`src/rtl/fetch_pc_sequencer_pkg.sv`:
```
// Shared types and constants for the fetch PC sequencer: widths, the fetch FSM
// state set and the redirect-source priority helper.
package fetch_pc_sequencer_pkg;

  localparam int XLEN = 64;
  localparam int ILEN = 32;
  localparam logic [ILEN-1:0] NOP_INSN = 32'h0000_0013;

  typedef enum logic [2:0] {
    ST_BOOT,
    ST_FETCH,
    ST_WAIT,
    ST_DRAIN,
    ST_HALTED
  } fetch_state_e;

  typedef enum logic [1:0] {
    RD_NONE,
    RD_TRAP,
    RD_MRET,
    RD_EX
  } redir_src_e;

  // Traps outrank returns, which outrank ordinary branch/jump redirects.
  function automatic redir_src_e pickRedirect(input logic trap, input logic mret, input logic ex);
    if (trap) return RD_TRAP;
    if (mret) return RD_MRET;
    if (ex) return RD_EX;
    return RD_NONE;
  endfunction

endpackage

```
`src/rtl/fetch_pc_sequencer_out_buf.sv`:
```
// One-entry valid/ready holding register between instruction memory and decode;
// a flush discards whatever it holds.
module fetch_pc_sequencer_out_buf
  import fetch_pc_sequencer_pkg::*;
(
  input  logic            clk,
  input  logic            reset,
  input  logic            load_i,
  input  logic [ILEN-1:0] instr_i,
  input  logic [XLEN-1:0] pc_i,
  input  logic            flush_i,
  input  logic            ready_i,
  output logic            valid_o,
  output logic [ILEN-1:0] instr_o,
  output logic [XLEN-1:0] pc_o
);

  logic            valid_q, valid_d;
  logic [ILEN-1:0] instr_q, instr_d;
  logic [XLEN-1:0] pc_q, pc_d;

  // Flush wins over a same-cycle load so a squashed response never reaches decode.
  always_comb begin
    valid_d = valid_q;
    instr_d = instr_q;
    pc_d    = pc_q;
    if (flush_i) begin
      valid_d = 1'b0;
    end else if (load_i) begin
      valid_d = 1'b1;
      instr_d = instr_i;
      pc_d    = pc_i;
    end else if (valid_q && ready_i) begin
      valid_d = 1'b0;
    end
  end

  always_ff @(posedge clk or posedge reset) begin
    if (reset) begin
      valid_q <= 1'b0;
      instr_q <= NOP_INSN;
      pc_q    <= '0;
    end else begin
      valid_q <= valid_d;
      instr_q <= instr_d;
      pc_q    <= pc_d;
    end
  end

  assign valid_o = valid_q;
  assign instr_o = valid_q ? instr_q : NOP_INSN;
  assign pc_o    = valid_q ? pc_q : '0;

endmodule

```
`src/rtl/fetch_pc_sequencer.sv`:
```
// Steers the external PC register (hold / advance / redirect), runs the single-
// outstanding fetch handshake and drops responses made stale by a redirect.
module fetch_pc_sequencer
  import fetch_pc_sequencer_pkg::*;
(
  input  logic            clk,
  input  logic            reset,
  input  logic [XLEN-1:0] pc_cur_i,
  output logic [XLEN-1:0] pc_next_o,
  output logic            pc_branch_o,
  output logic            imem_req_o,
  output logic [XLEN-1:0] imem_addr_o,
  input  logic            imem_gnt_i,
  input  logic            imem_rvalid_i,
  input  logic [ILEN-1:0] imem_rdata_i,
  output logic            if_valid_o,
  output logic [ILEN-1:0] if_instr_o,
  output logic [XLEN-1:0] if_pc_o,
  input  logic            if_ready_i,
  input  logic            trap_req_i,
  input  logic [XLEN-1:0] trap_vec_i,
  input  logic            mret_req_i,
  input  logic [XLEN-1:0] mret_epc_i,
  input  logic            ex_redirect_i,
  input  logic [XLEN-1:0] ex_target_i,
  input  logic            halt_req_i,
  output logic            flush_o,
  output logic            misalign_err_o
);

  fetch_state_e    state_q, state_d;
  logic [XLEN-1:0] fetchPc_q, fetchPc_d;
  redir_src_e      redirSrc;
  logic            redirect;
  logic [XLEN-1:0] rawTarget;
  logic            bufValid;
  logic            canAccept;
  logic            gntFire;
  logic            outstanding;
  logic            bufLoad;

  // Redirects are ignored for the single boot cycle.
  always_comb begin
    redirSrc = RD_NONE;
    if (state_q != ST_BOOT) redirSrc = pickRedirect(trap_req_i, mret_req_i, ex_redirect_i);
    redirect = (redirSrc != RD_NONE);
    case (redirSrc)
      RD_TRAP: rawTarget = trap_vec_i;
      RD_MRET: rawTarget = mret_epc_i;
      RD_EX:   rawTarget = ex_target_i;
      default: rawTarget = pc_cur_i;
    endcase
  end

  assign canAccept   = !bufValid || if_ready_i;
  assign imem_req_o  = (state_q == ST_FETCH) && canAccept && !halt_req_i;
  assign imem_addr_o = pc_cur_i;
  assign gntFire     = imem_req_o && imem_gnt_i;
  assign outstanding = (((state_q == ST_WAIT) || (state_q == ST_DRAIN)) && !imem_rvalid_i) || gntFire;
  assign bufLoad     = (state_q == ST_WAIT) && imem_rvalid_i && !redirect;

  assign pc_branch_o    = !(gntFire && !redirect);
  assign pc_next_o      = redirect ? {rawTarget[XLEN-1:2], 2'b00} : pc_cur_i;
  assign flush_o        = redirect;
  assign misalign_err_o = redirect && (rawTarget[1:0] != 2'b00);

  // A redirect with a grant still in flight must first swallow that response.
  always_comb begin
    state_d   = state_q;
    fetchPc_d = gntFire ? pc_cur_i : fetchPc_q;
    if (redirect) begin
      state_d = outstanding ? ST_DRAIN : ST_FETCH;
    end else begin
      case (state_q)
        ST_BOOT:   state_d = ST_FETCH;
        ST_FETCH:  if (gntFire) state_d = ST_WAIT;
                   else if (halt_req_i) state_d = ST_HALTED;
        ST_WAIT:   if (imem_rvalid_i) state_d = ST_FETCH;
        ST_DRAIN:  if (imem_rvalid_i) state_d = ST_FETCH;
        ST_HALTED: if (!halt_req_i) state_d = ST_FETCH;
        default:   state_d = ST_BOOT;
      endcase
    end
  end

  always_ff @(posedge clk or posedge reset) begin
    if (reset) begin
      state_q   <= ST_BOOT;
      fetchPc_q <= '0;
    end else begin
      state_q   <= state_d;
      fetchPc_q <= fetchPc_d;
    end
  end

  fetch_pc_sequencer_out_buf u_outBuf (
    .clk     (clk),
    .reset   (reset),
    .load_i  (bufLoad),
    .instr_i (imem_rdata_i),
    .pc_i    (fetchPc_q),
    .flush_i (redirect),
    .ready_i (if_ready_i),
    .valid_o (bufValid),
    .instr_o (if_instr_o),
    .pc_o    (if_pc_o)
  );

  assign if_valid_o = bufValid;

endmodule

```
`config.mk`:
```
export PLATFORM = sky130hd
export DESIGN_NAME = fetch_pc_sequencer
export DESIGN_NICKNAME = d
export VERILOG_FILES = /design/src/rtl/fetch_pc_sequencer_pkg.sv /design/src/rtl/fetch_pc_sequencer_out_buf.sv /design/src/rtl/fetch_pc_sequencer.sv
export SDC_FILE = /design/constraint.sdc
export NUM_CORES = 1
export LEC_CHECK = 0
export CAP_MARGIN = 20
export CORE_AREA = 2 2 205 207
export CTS_CLUSTER_DIAMETER = 120
export CTS_CLUSTER_SIZE = 20
export DETAILED_ROUTE_END_ITERATION = 10
export DIE_AREA = 0 0 207 209
export SLEW_MARGIN = 30
export SYNTH_ARGS = -nofsm -noshare
export SYNTH_HDL_FRONTEND = slang
export SYNTH_SLANG_ARGS = --single-unit
```
`constraint.sdc`:
```
create_clock -name clk -period 6.47 [get_ports clk]
set_input_delay 0.9705 -clock clk [delete_from_list [all_inputs] [get_ports clk]]
set_output_delay 0.9705 -clock clk [all_outputs]
set_load 0.05 [all_outputs]
```
==> qor.csv <==
stage,metric,value,unit
die,die_w,207,um
worst_setup_path,r2r-end,u_outBuf.pc_q[10],
die,ios,526,
clocking,clock-sinks,164,
logic_synthesis,netlist_top_cells_count,"161 x dfrtp_1, 126 x nand3_1, 96 x and2_1",
logic_synthesis,synth_area_leader_cell,dfrtp_1,
worst_setup_path,r2r_start,state_q[1],
worst_setup_path,endpoint_kind,output port,
timing,relSlewSlack,43.27,%
worst_setup_path,reg2regPathDepth,5,
timing,worst_pin_slew,0.8492,ns
timing,hold_viol,0,
cells_and_area,areaGrowthSynthToFinish,57.85,%
worst_setup_path,cp-start-kind,primary input,
clocking,cts_tree,built,
detailed_routing,wire_per_inst,20.38,um
logic_synthesis,synth_area,10060,um2
logic_synthesis,synth_top_area_share,40.04,%
logic_synthesis,synth_edf_count,0,
place,pre_cts_slack,1.117,ns
worst_setup_path,r2r_slack,3.50,ns
clocking,clkLatencyLatePin,0.44,ns
worst_hold_path,hp-class,reg2reg,
logic_synthesis,netlist_instances,918,
place,port_buffers,525,
clocking,ctsHoldBuffers,0,
timing,fin_skew,0.007026,ns
detailed_routing,first_iter_violations,452,
logic_synthesis,synthArstFlopShare,100.0,%
global_route,grt_pass1_vias,9206,
logic_synthesis,syn_avg_cell_area,10.96,um2
worst_setup_path,arrival,4.30,ns
detailed_routing,viasPerCell,4.773,
logic_synthesis,synth_seq_area_share,40.83,%
die,die-area,43260,um2
timing,clock.fmax,189.8,MHz
detailed_routing,dr_total_vias,8974,
global_route,gr-total-overflow,0,
place,hpwl,27730,um
die,initial_utilization,24.37,%
timing,setup_viol_count_final,0,
run_status,status,completed,
worst_hold_path,hold_depth,1,
global_route,antenna_found_initial,1,
timing,period_share,81.42,%
job,drv_cap,0,
clocking,cts_buffers,17,
worst_setup_path,crit_required,5.50,ns
cells_and_area,fin_nets,1624,
worst_setup_path,worst-setup-path-type,in2out,
timing,setup_tns,0,ns
clocking,cts_repair_resize_count,0,
logic_synthesis,yosysWarnings,0,
worst_hold_path,min_to,u_outBuf.instr_q[9],
power,peakVddDrop,0.1507,mV
logic_synthesis,synth_nets,1215,
clocking,clockBufferDepth,2,
power,leakagePower,6.394,nW
logic_synthesis,ys_top_cells_by_area,"dfrtp_1 40%, mux2_2 10%, mux2_4 10%, a41oi_2 6.5%, nand3_1 6.3%",
logic_synthesis,ys_types,39,
clocking,cts.clk_slew.worst_paths,0.07,ns
detailed_routing,drtAntennaViolNets,0,
clocking,cts_htree_levels,4,
worst_hold_path,hold_path.startpoint,u_outBuf.instr_q[9],
cells_and_area,instances_no_fill,1880,
clocking,root_buffer,clkbuf_16,
timing,report.final.slew_viol_count,0,
detailed_routing,drc,0,
clocking,post-cts-setup-buffer-count,0,
timing,period_minus_slack,5.268,ns
timing,fin_ws,1.202,ns
logic_synthesis,synth_most_common_cell,dfrtp_1,
die,row_count,75,
die,coreArea,41290,um2
cells_and_area,drive_gt1_share,20.15,%
timing,whs,0.4976,ns
timing,rsz0062_at_grt,no,
place,place_inst,1845,
global_route,grt_max_degree,99,
place,place.gp.congestion,0.9007,
detailed_routing,wl,38310,um
detailed_routing,drt_pass1_iterations,6,
die,die_h,209,um
logic_synthesis,synth_seq_cells,164,
worst_setup_path,path_max_fanout,36,
power,power.density,252.8,nW/um2
global_route,grt_usage,17.16,%
logic_synthesis,ys.flop_type,dfrtp_1,
global_route,grt_pass1_wl,57210,um
worst max-delay path, cell delays in order:
cell and delay, ns:
clkdlybuf4s50_1 0.52, or3_2 0.54, nand2_2 0.16, clkinv_2 0.55, buf_12 0.43, a41oi_1 0.21
clkdlybuf4s50_1 0.86
state kept, by name (all words and copies together), names as in the netlist:
name	count
fetchPc_q	64
state_q	3
u_outBuf.instr_q	32
u_outBuf.pc_q	64
u_outBuf.valid_o	1
worst max path at each step:
stage | cells past startpoint | slack (ns) | from | endpoint
finish | 7 | 1.20 | mret_req_i | pc_next_o[3]
global route | 7 | 1.05 | mret_req_i | pc_next_o[61]
floorplan | 1 | 1.07 | reset | fetchPc_q[0]
CTS | 7 | 1.11 | mret_req_i | pc_next_o[3]
detailed placement | 7 | 1.12 | mret_req_i | pc_next_o[3]
global placement | 7 | 1.19 | mret_req_i | pc_next_o[3]
cell type report:
cell class / instances / area [um2]
fillers: 4050 / 25410
well taps: 539 / 674.4
multi-input cells: 597 / 5031
diodes: 1 / 2.502
repair buffers: 545 / 5450
inverters: 2 / 16.27
clock buffers: 17 / 425.4
clock inverters: 15 / 172.7
flip-flops and latches: 164 / 4109
stage by stage:
stage | total power [mW] | util (%) | cell area (um2)
floorplan | 2.472 | - | 10060
global placement | 2.964 | 36.89 | 15230
detailed placement | 2.991 | 36.89 | 15230
CTS | 4.064 | 38.34 | 15830
global route | 4.214 | 38.46 | 15880
finish | 4.015 | 38.46 | 15880
power breakdown:
group | switching [mW] | internal (mW) | total, mW
Sequential | 0.135 | 1.30 | 1.44
Combinational | 0.808 | 0.732 | 1.54
Clock | 0.459 | 0.581 | 1.04
cells in the final DEF (no fill, tap or decap), types with 2 or more instances in the layout:
master,instances
mux2_2,93
mux2_4,67
o211ai_1,2
a21oi_1,62
buf_4,17
a41oi_1,22
dfrtp_1,160
clkinv_2,3
inv_8,4
a41oi_2,40
clkbuf_16,17
bufinv_16,2
nand3_1,125
clkinv_4,3
inv_6,4
clkdlybuf4s50_1,525
o21ai_0,63
buf_12,2
dfstp_2,3
and2_1,96
nand2b_1,6
logic make-up (layout without fill, tap and decap cells):
| kind of cell | count (synthesis) | in the layout | share of synthesized area, % |
|---|---|---|---|
| AND/OR/NAND/NOR | 240 | 240 | 13.73 |
| flip-flops | 164 | 164 | 40.83 |
| buffers and inverters | 157 | 579 | 9.663 |
| other | 0 | 1 | 0 |
| XOR/XNOR | 1 | 1 | 0.08707 |
| multiplexers | 161 | 161 | 20.51 |
| AO/OA/AOI/OAI | 195 | 195 | 15.18 |
per-layer routing:
layer,part of all wire (%),global-route usage (%),vias up
li1,-,-,4104
met1,42,21.41,4426
met2,50,28.78,393
met3,5.8,3.937,51
met4,2.4,6.626,0
met5,0,0,-
(Power assumes the default switching activity.)
